==> config.mk <==
export PLATFORM = sky130hd
export DESIGN_NAME = conbus_rr_nxm
export DESIGN_NICKNAME = d
export VERILOG_FILES = /design/src/rtl/conbus_rr_nxm.sv
export SDC_FILE = /design/constraint.sdc
export NUM_CORES = 1
export LEC_CHECK = 0
export ABC_AREA = 1
export CORE_AREA = 3 3 247 249
export CTS_BUF_LIST = sky130_fd_sc_hd__clkbuf_2
export CTS_CLUSTER_DIAMETER = 200
export DETAILED_ROUTE_END_ITERATION = 12
export DIE_AREA = 0 0 250 252
export GPL_ROUTABILITY_DRIVEN = 0
export SYNTH_ARGS = -nofsm -noshare
export SYNTH_HDL_FRONTEND = slang
export SYNTH_SLANG_ARGS = --single-unit
==> constraint.sdc <==
create_clock -name sys_clk -period 2.1 [get_ports sys_clk]
set_input_delay 0.42 -clock sys_clk [delete_from_list [all_inputs] [get_ports sys_clk]]
set_output_delay 0.42 -clock sys_clk [all_outputs]
set_load 0.01 [all_outputs]
==> src/rtl/conbus_rr_nxm.sv <==
// Shared-bus Wishbone interconnect: NM masters, NS slaves, round-robin grant held for a whole cycle.
// Unmapped addresses and slaves that never ack are terminated with m_err_o instead of stalling the bus.
module conbus_rr_nxm #(
    parameter int                  NM      = 2,
    parameter int                  NS      = 4,
    parameter int                  DEC_W   = 3,
    parameter logic [NS*DEC_W-1:0] S_ADDR  = '0,
    parameter int                  TIMEOUT = 255
) (
    input  logic              sys_clk,
    input  logic              sys_rst,
    input  logic [NM*32-1:0]  m_dat_i,
    input  logic [NM*32-1:0]  m_adr_i,
    input  logic [NM*3-1:0]   m_cti_i,
    input  logic [NM*4-1:0]   m_sel_i,
    input  logic [NM-1:0]     m_we_i,
    input  logic [NM-1:0]     m_cyc_i,
    input  logic [NM-1:0]     m_stb_i,
    output logic [NM*32-1:0]  m_dat_o,
    output logic [NM-1:0]     m_ack_o,
    output logic [NM-1:0]     m_err_o,
    input  logic [NS*32-1:0]  s_dat_i,
    input  logic [NS-1:0]     s_ack_i,
    output logic [NS*32-1:0]  s_dat_o,
    output logic [NS*32-1:0]  s_adr_o,
    output logic [NS*3-1:0]   s_cti_o,
    output logic [NS*4-1:0]   s_sel_o,
    output logic [NS-1:0]     s_we_o,
    output logic [NS-1:0]     s_cyc_o,
    output logic [NS-1:0]     s_stb_o
);

    localparam int          GW      = (NM > 1) ? $clog2(NM) : 1;
    localparam int          SW      = (NS > 1) ? $clog2(NS) : 1;
    localparam logic [15:0] TO_LAST = 16'(TIMEOUT - 1);

    typedef enum logic {
        IDLE,
        OWN
    } state_t;

    state_t          state, state_nxt;
    logic [GW-1:0]   gnt, gnt_nxt;
    logic [GW-1:0]   last, last_nxt;
    logic [15:0]     to_cnt;
    logic            unm_q;
    logic            to_q;
    int              cand;

    logic [31:0]     g_adr, g_dat;
    logic [2:0]      g_cti;
    logic [3:0]      g_sel;
    logic            g_we, g_cyc, g_stb;

    logic [NS-1:0]   hit;
    logic            hit_any;
    logic [SW-1:0]   hit_idx;
    logic            own, stb_act, ack_hit;
    logic [31:0]     rd_dat;

    always_comb begin
        g_adr = m_adr_i[32*int'(gnt) +: 32];
        g_dat = m_dat_i[32*int'(gnt) +: 32];
        g_cti = m_cti_i[3*int'(gnt) +: 3];
        g_sel = m_sel_i[4*int'(gnt) +: 4];
        g_we  = m_we_i[gnt];
        g_cyc = m_cyc_i[gnt];
        g_stb = m_stb_i[gnt];
    end

    // Scan from the top so the lowest matching slave index is the one kept.
    always_comb begin
        hit     = '0;
        hit_any = 1'b0;
        hit_idx = '0;
        for (int k = NS - 1; k >= 0; k--) begin
            if (g_adr[31 -: DEC_W] == S_ADDR[k*DEC_W +: DEC_W]) begin
                hit_any = 1'b1;
                hit_idx = SW'(k);
            end
        end
        if (hit_any) begin
            hit[hit_idx] = 1'b1;
        end
    end

    assign own     = (state == OWN);
    assign stb_act = own & g_cyc & g_stb;
    assign ack_hit = hit_any & s_ack_i[hit_idx];
    assign rd_dat  = hit_any ? s_dat_i[32*int'(hit_idx) +: 32] : 32'h0;

    always_comb begin
        state_nxt = state;
        gnt_nxt   = gnt;
        last_nxt  = last;
        cand      = 0;
        case (state)
            IDLE: begin
                if (|m_cyc_i) begin
                    state_nxt = OWN;
                    // Descending scan: the requester nearest after last is written last.
                    for (int i = NM; i >= 1; i--) begin
                        cand = (int'(last) + i) % NM;
                        if (m_cyc_i[cand]) begin
                            gnt_nxt = GW'(cand);
                        end
                    end
                end
            end
            OWN: begin
                if (!g_cyc) begin
                    state_nxt = IDLE;
                    last_nxt  = gnt;
                end
            end
            default: state_nxt = IDLE;
        endcase
    end

    always_ff @(posedge sys_clk or posedge sys_rst) begin
        if (sys_rst) begin
            state  <= IDLE;
            gnt    <= '0;
            last   <= GW'(NM - 1);
            to_cnt <= '0;
            unm_q  <= 1'b0;
            to_q   <= 1'b0;
        end else begin
            state <= state_nxt;
            gnt   <= gnt_nxt;
            last  <= last_nxt;
            unm_q <= stb_act & !hit_any & !unm_q;
            to_q  <= stb_act & hit_any & !ack_hit & (to_cnt == TO_LAST);
            if (stb_act && hit_any && !ack_hit && (to_cnt != TO_LAST) && (state_nxt == state)) begin
                to_cnt <= to_cnt + 16'd1;
            end else begin
                to_cnt <= '0;
            end
        end
    end

    // A slave ack in the error cycle takes priority over the error.
    always_comb begin
        m_ack_o = '0;
        m_err_o = '0;
        if (stb_act) begin
            m_ack_o[gnt] = ack_hit;
            m_err_o[gnt] = !ack_hit & (unm_q | to_q);
        end
    end

    assign m_dat_o = {NM{rd_dat}};
    assign s_dat_o = {NS{g_dat}};
    assign s_adr_o = {NS{g_adr}};
    assign s_cti_o = {NS{g_cti}};
    assign s_sel_o = {NS{g_sel}};
    assign s_we_o  = {NS{g_we}};
    assign s_cyc_o = (own & g_cyc) ? hit : '0;
    assign s_stb_o = stb_act ? hit : '0;

endmodule

== Word-level counts from Yosys, hierarchy flattened ==
Cells that the tools add are included.
W data, S select, Z words.

* Multipliers: 1
* Equality and inequality tests: 3
* $lt $le $gt $ge: 4
* Shifts and indexed selects: 4
* Reductions and logical operators: 13
* Add/subtract/negate cells: 3
* Multiplexer cells: 27
* Bitwise logic cells: 16

{| class="wikitable"
|+ Operators with widths
! kind !! count
|-
| $shiftx A64 B7 Y32 || 2
|-
| $mux W32 || 1
|-
| $mux W1 || 19
|-
| $add A16 B1 Y16 const B || 1
|-
| $eq A16 B8 Y1 const B || 1
|-
| $mux W16 || 1
|-
| $ne A16 B8 Y1 const B || 1
|-
| $and A1 B1 Y1 || 9
|-
| $mux W4 || 2
|-
| $shiftx A8 B4 Y4 || 1
|-
| $lt A2 B3 Y1 const B || 2
|-
| $shiftx A6 B4 Y3 || 1
|-
| $logic_and A1 B1 Y1 || 5
|-
| $and A2 B2 Y2 || 2
|-
| $mux W2 || 2
|-
| $logic_not A1 Y1 || 3
|-
| $logic_not A3 Y1 || 1
|-
| $mul A2 B1 Y3 const A || 1
|-
| $reduce_and A3 Y1 || 1
|-
| $add A1 B1 Y1 const B || 2
|-
| $and A1 B1 Y1 const A || 2
|-
| $lt A1 B2 Y1 const B || 1
|-
| $not A1 Y1 || 2
|-
| $pmux W1 S2 || 1
|-
| 7 further kinds || 7
|}

* Output and inout bits: 364
* Word-level logic and storage cells: 77
* Bits in registers: 21

== Longest topological paths before layout ==
* Depth after elaboration: 9
* Mapped depth: 10

== Worst setup path before layout ==
Ideal clock, no wire load.

* Path kind: reg-to-output
* From: reg gnt
* To: out m_dat_o[33]
* Path slack: 265 ps
* Required time: 1680 ps
* Stages on the path, launching flop included: 8
* Arrival time: 1415 ps
* Path buffers: 2
* Cells stage by stage: dfrtp_1 inv_2 nand2_1 nand2_1 nand3_2 clkbuf_1 nor2_1 buf_4

* Cells in the longest elaborated chain, start to end: 4

{| class="wikitable"
|+ RTL lines
! what !! RTL line !! RTL
|-
| start, declared || 43 || <nowiki>logic [GW-1:0] gnt, gnt_nxt;</nowiki>
|-
| start signal, assigned || 130 || <nowiki>gnt <= gnt_nxt;</nowiki>
|-
| $shiftx A64 B7 Y32 || 62 || <nowiki>g_adr = m_adr_i[32*int'(gnt) +: 32];</nowiki>
|-
| $logic_not A3 Y1 || 77 || <nowiki>if (g_adr[31 -: DEC_W] == S_ADDR[k*DEC_W +: DEC_W]) begin</nowiki>
|-
| $mux W1 || 77 ||
|-
| $mux W32 || 90 || <nowiki>assign rd_dat = hit_any ? s_dat_i[32*int'(hit_idx) +: 32] : 32'h0;</nowiki>
|-
| end, declared || 19 || <nowiki>output logic [NM*32-1:0] m_dat_o,</nowiki>
|}

No other way between the ends.

== Worst setup path in the final report ==
* From: reg gnt
* To: out m_dat_o[62]

Same word-level chain as after synthesis.

==> summary.md <==
| Metric | Value |
|---|---|
| FFs w/ async S/R, synth | 100% |
| Average wire per standard cell | 13.4 µm |
| TritonRoute pass-1 iters | 4 |
| Cts bufs inserted | 3 |
| Reg2reg end | to_cnt[4] |
| CTS sink cnt | 21 |
| Period utilisation layout | 121% |
| Share of cells above drive strength 1 | 28.9% |
| MaxCap Viol Count | 0 |
| Mapped Area | 4320 µm² |
| Post-DP HPWL | 19.9 mm |
| Post-synth EDFFs | 0 |
| Initial antenna violation count | 5 |
| Inst Count DP | 1815 |
| Syn avg cell area | 5.93 µm² |
| Fin cells | 1845 |
| Most frequent cell on the critical path | buf_12 |
| Pleak | 4.53 nW |
| Die height | 252 µm |
| Clk_lat worst skew | 350 ps |
| Worst Setup SP | gnt |
| Top post-synthesis cells by area | buf_4 (44%), nand2_1 (22%), dfrtp_1 (12%) |
| Worst path max stage delay | 610 ps |
| FF-to-FF setup slack | 80 ps |
| Pwr dens | 1080 nW/µm² |
| Status | finished, violations left |
| FMAX | 0.394 GHz |
| Fin. Hold Viols | 0 |
| M2 GR Usage | 12.5% |
| Vias in the first global route | 5072 |
| Worst VDD drop | 0.705 mV |
| Fin Setup TNS | -95110 ps |
| WP data arrival | 2120 ps |
| Violated checks | setup timing |
| Die Footprint | 63000 µm² |
| Final WS setup | -439 ps |
| Final instance area | 9210 µm² |
| Pre-CTS setup slack | -520 ps |
| #FFs+latches synth | 21 |
| FF/Latch Area | 531 µm² |
| Top-count cell post-synth | buf_4 |
| Synth cell count leaders | buf_4 (255), nand2_1 (251), nor2_1 (64) |
| Final Skew | 26.1 ps |
| Vias after detailed routing | 5271 |
| Final Total Pwr | 9.93 mW |
| GRT Max-Usage Layer | met2 |
| Kind of critical path | reg -> out |
| Port buffer count | 540 |
| Final setup vio count | 339 |
| Internal power | 4.86 mW |
| Critical R2R Launch | gnt |
| Psw | 5.07 mW |
| Worst-path cell chain | buf_12 > buf_12 > nand2_1 > nand2_2 > nand3_4 > buf_12 > nor2_1 > dlygate4sd2_1 |
| Slowest-stage cell, CP | dfrtp_4 |
| First-pass GRT wire length | 33.0 mm |
| Total grt overflow | 0 |
| Crit path launch type | register |
| Crit path to | m_dat_o[62] |
| Die W | 250 µm |
| Sequential share of the synthesized area | 12.2% |
| CP endpoint kind | output pin |
| Logic gate share of total power | 92.9% |
| Final Max Slew Viols | 0 |
| Clk network pwr share | 1.9% |
| Area of the multi-input gates | 1850 µm² |
| Filler instances | 6853 |
| First DRT Iteration DRCs | 125 |
| H-tree depth | 1 |
| Top FF cell, synth | dfrtp_1 |
| Clock slew at reported path FFs | 240 ps |
| All-layer global routing usage | 6.99% |
| Post-synthesis cell type count | 23 |
| Post-DP Area | 9200 µm² |
| Root buffer cell | clkbuf_2 |
| Drt via density | 2.86 |
| Reg2reg path depth | 12 |
| Area Overhead vs Synth | 113% |
| # DRC | 0 |
| Core area | 58900 µm² |
| Met3 GRT Util | 1.50% |
| Crit-path max FO | 32 |
| Largest net degree at the start of global routing | 37 |
| Met1 Usage GRT | 8.94% |
| Dominant cell type by area after synthesis | buf_4 |
| Minimum clock period | 2540 ps |
| Detailed Route WL | 24.7 mm |
| Clk buf depth | 2 |
| I/O pin count | 646 |
| Hold crit path type | in -> async |
| Post-CTS Hold Buffers | 0 |
| Cells after synthesis | 729 |
| Antenna-violating nets left | 0 |
| Post-synth top area share | 44.3% |
| # rows | 89 |
| Switching share of power | 51.1% |
| CTS tree | built |
| RSZ-0062 raised after global routing | yes |
| Nets@finish | 1352 |
| Starting Density | 7.34% |
| Critical Path RT | 1680 ps |
| Seq pwr share | 5.2% |
| Warnings from Yosys | 0 |
## per-layer routing
layer  vias up  wire length, µm  part of all wire (%)
li1       2567                -                     -
met1      2333            10300                    42
met2       369            12100                    49
met3         2             2240                   9.1
met4         0               74                  0.30
met5         -                0                     0
## power groups by stage
stage                     clock (mW)  sequential, mW  combinational [mW]
after floorplan                    0           0.484                5.40
after global placement             0           0.513                9.84
after detailed placement           0           0.509                9.80
after CTS                      0.196           0.517                9.22
after global routing           0.211           0.526                9.90
final                          0.184           0.519                9.23
## area by class of cell
| class | count | area share [%] |
|---|---|---|
| sequential | 21 | 5.76 |
| tap | 773 | 10.5 |
| inverter | 64 | 2.74 |
| timing repair buffer | 604 | 60.5 |
| clock inverter | 1 | 0.0815 |
| clock buffer | 3 | 0.163 |
| multi-input combinational | 374 | 20.1 |
| antenna | 5 | 0.136 |
## stage by stage
stage	hold slack, ps	utilization [%]
floorplan	396	-
global placement	463	15.6
detailed placement	429	15.6
CTS	374	15.7
global route	388	15.6
finish	379	15.6
## cell families after synthesis
kind of cell / share of synthesized area [%]
DFF: 12.2
other: 0.0867
AOI/OAI and AO/OA: 0.984
buffers and inverters: 52.1
xor gates and xnor gates: 1.42
adders and majority gates: 0.579
and+or+nand+nor: 32.7
## state kept, by name (all words and copies together), names as in the netlist
name,count
last,1
to_cnt,16
own,1
unm_q,1
to_q,1
gnt,1
## worst min-delay path by stage
stage / slack [ps] / to / cells after the start
4_1_cts: 370 / to_cnt[1] / 3
3_5_place_dp: 430 / unm_q / 1
3_3_place_gp: 460 / unm_q / 1
2_1_floorplan: 400 / gnt / 1
5_1_grt: 390 / to_cnt[0] / 3
6_report: 380 / to_cnt[0] / 3
## timing repair
item / in CTS / in global routing
pin swaps: 5 / 10
endpoints found under the setup margin: 358 / 361
cloned: 4 / 1
setup buffers: 10 / 9
resized for setup: 563 / 227
## cell usage in the layout, fill, tap and decap left out, types with 3 or more instances in the layout
cell type / instances
dlygate4sd2_1: 204
clkdlybuf4s50_1: 193
nand2_1: 184
inv_1: 62
nand2_2: 58
nor2_1: 56
buf_2: 50
clkbuf_2: 46
buf_4: 40
clkdlybuf4s15_2: 29
dfrtp_1: 19
buf_6: 17
nor2_2: 16
buf_12: 14
nand2_4: 13
nand3_1: 8
nor3_1: 7
xor2_1: 6
conb_1: 6
buf_16: 6
diode_2: 5
nand3_2: 5
clkdlybuf4s15_1: 5
nor2_4: 4
o21ai_0: 3
## worst max-delay path, delay by kind of cell, from the launching register on
| kind | cells | cell delay [ps] |
|---|---|---|
| DFF | 1 | 610 |
| and+or+nand+nor | 4 | 370 |
| buffers and inverters | 4 | 760 |
Note: power is estimated with default switching activity, not from simulation.
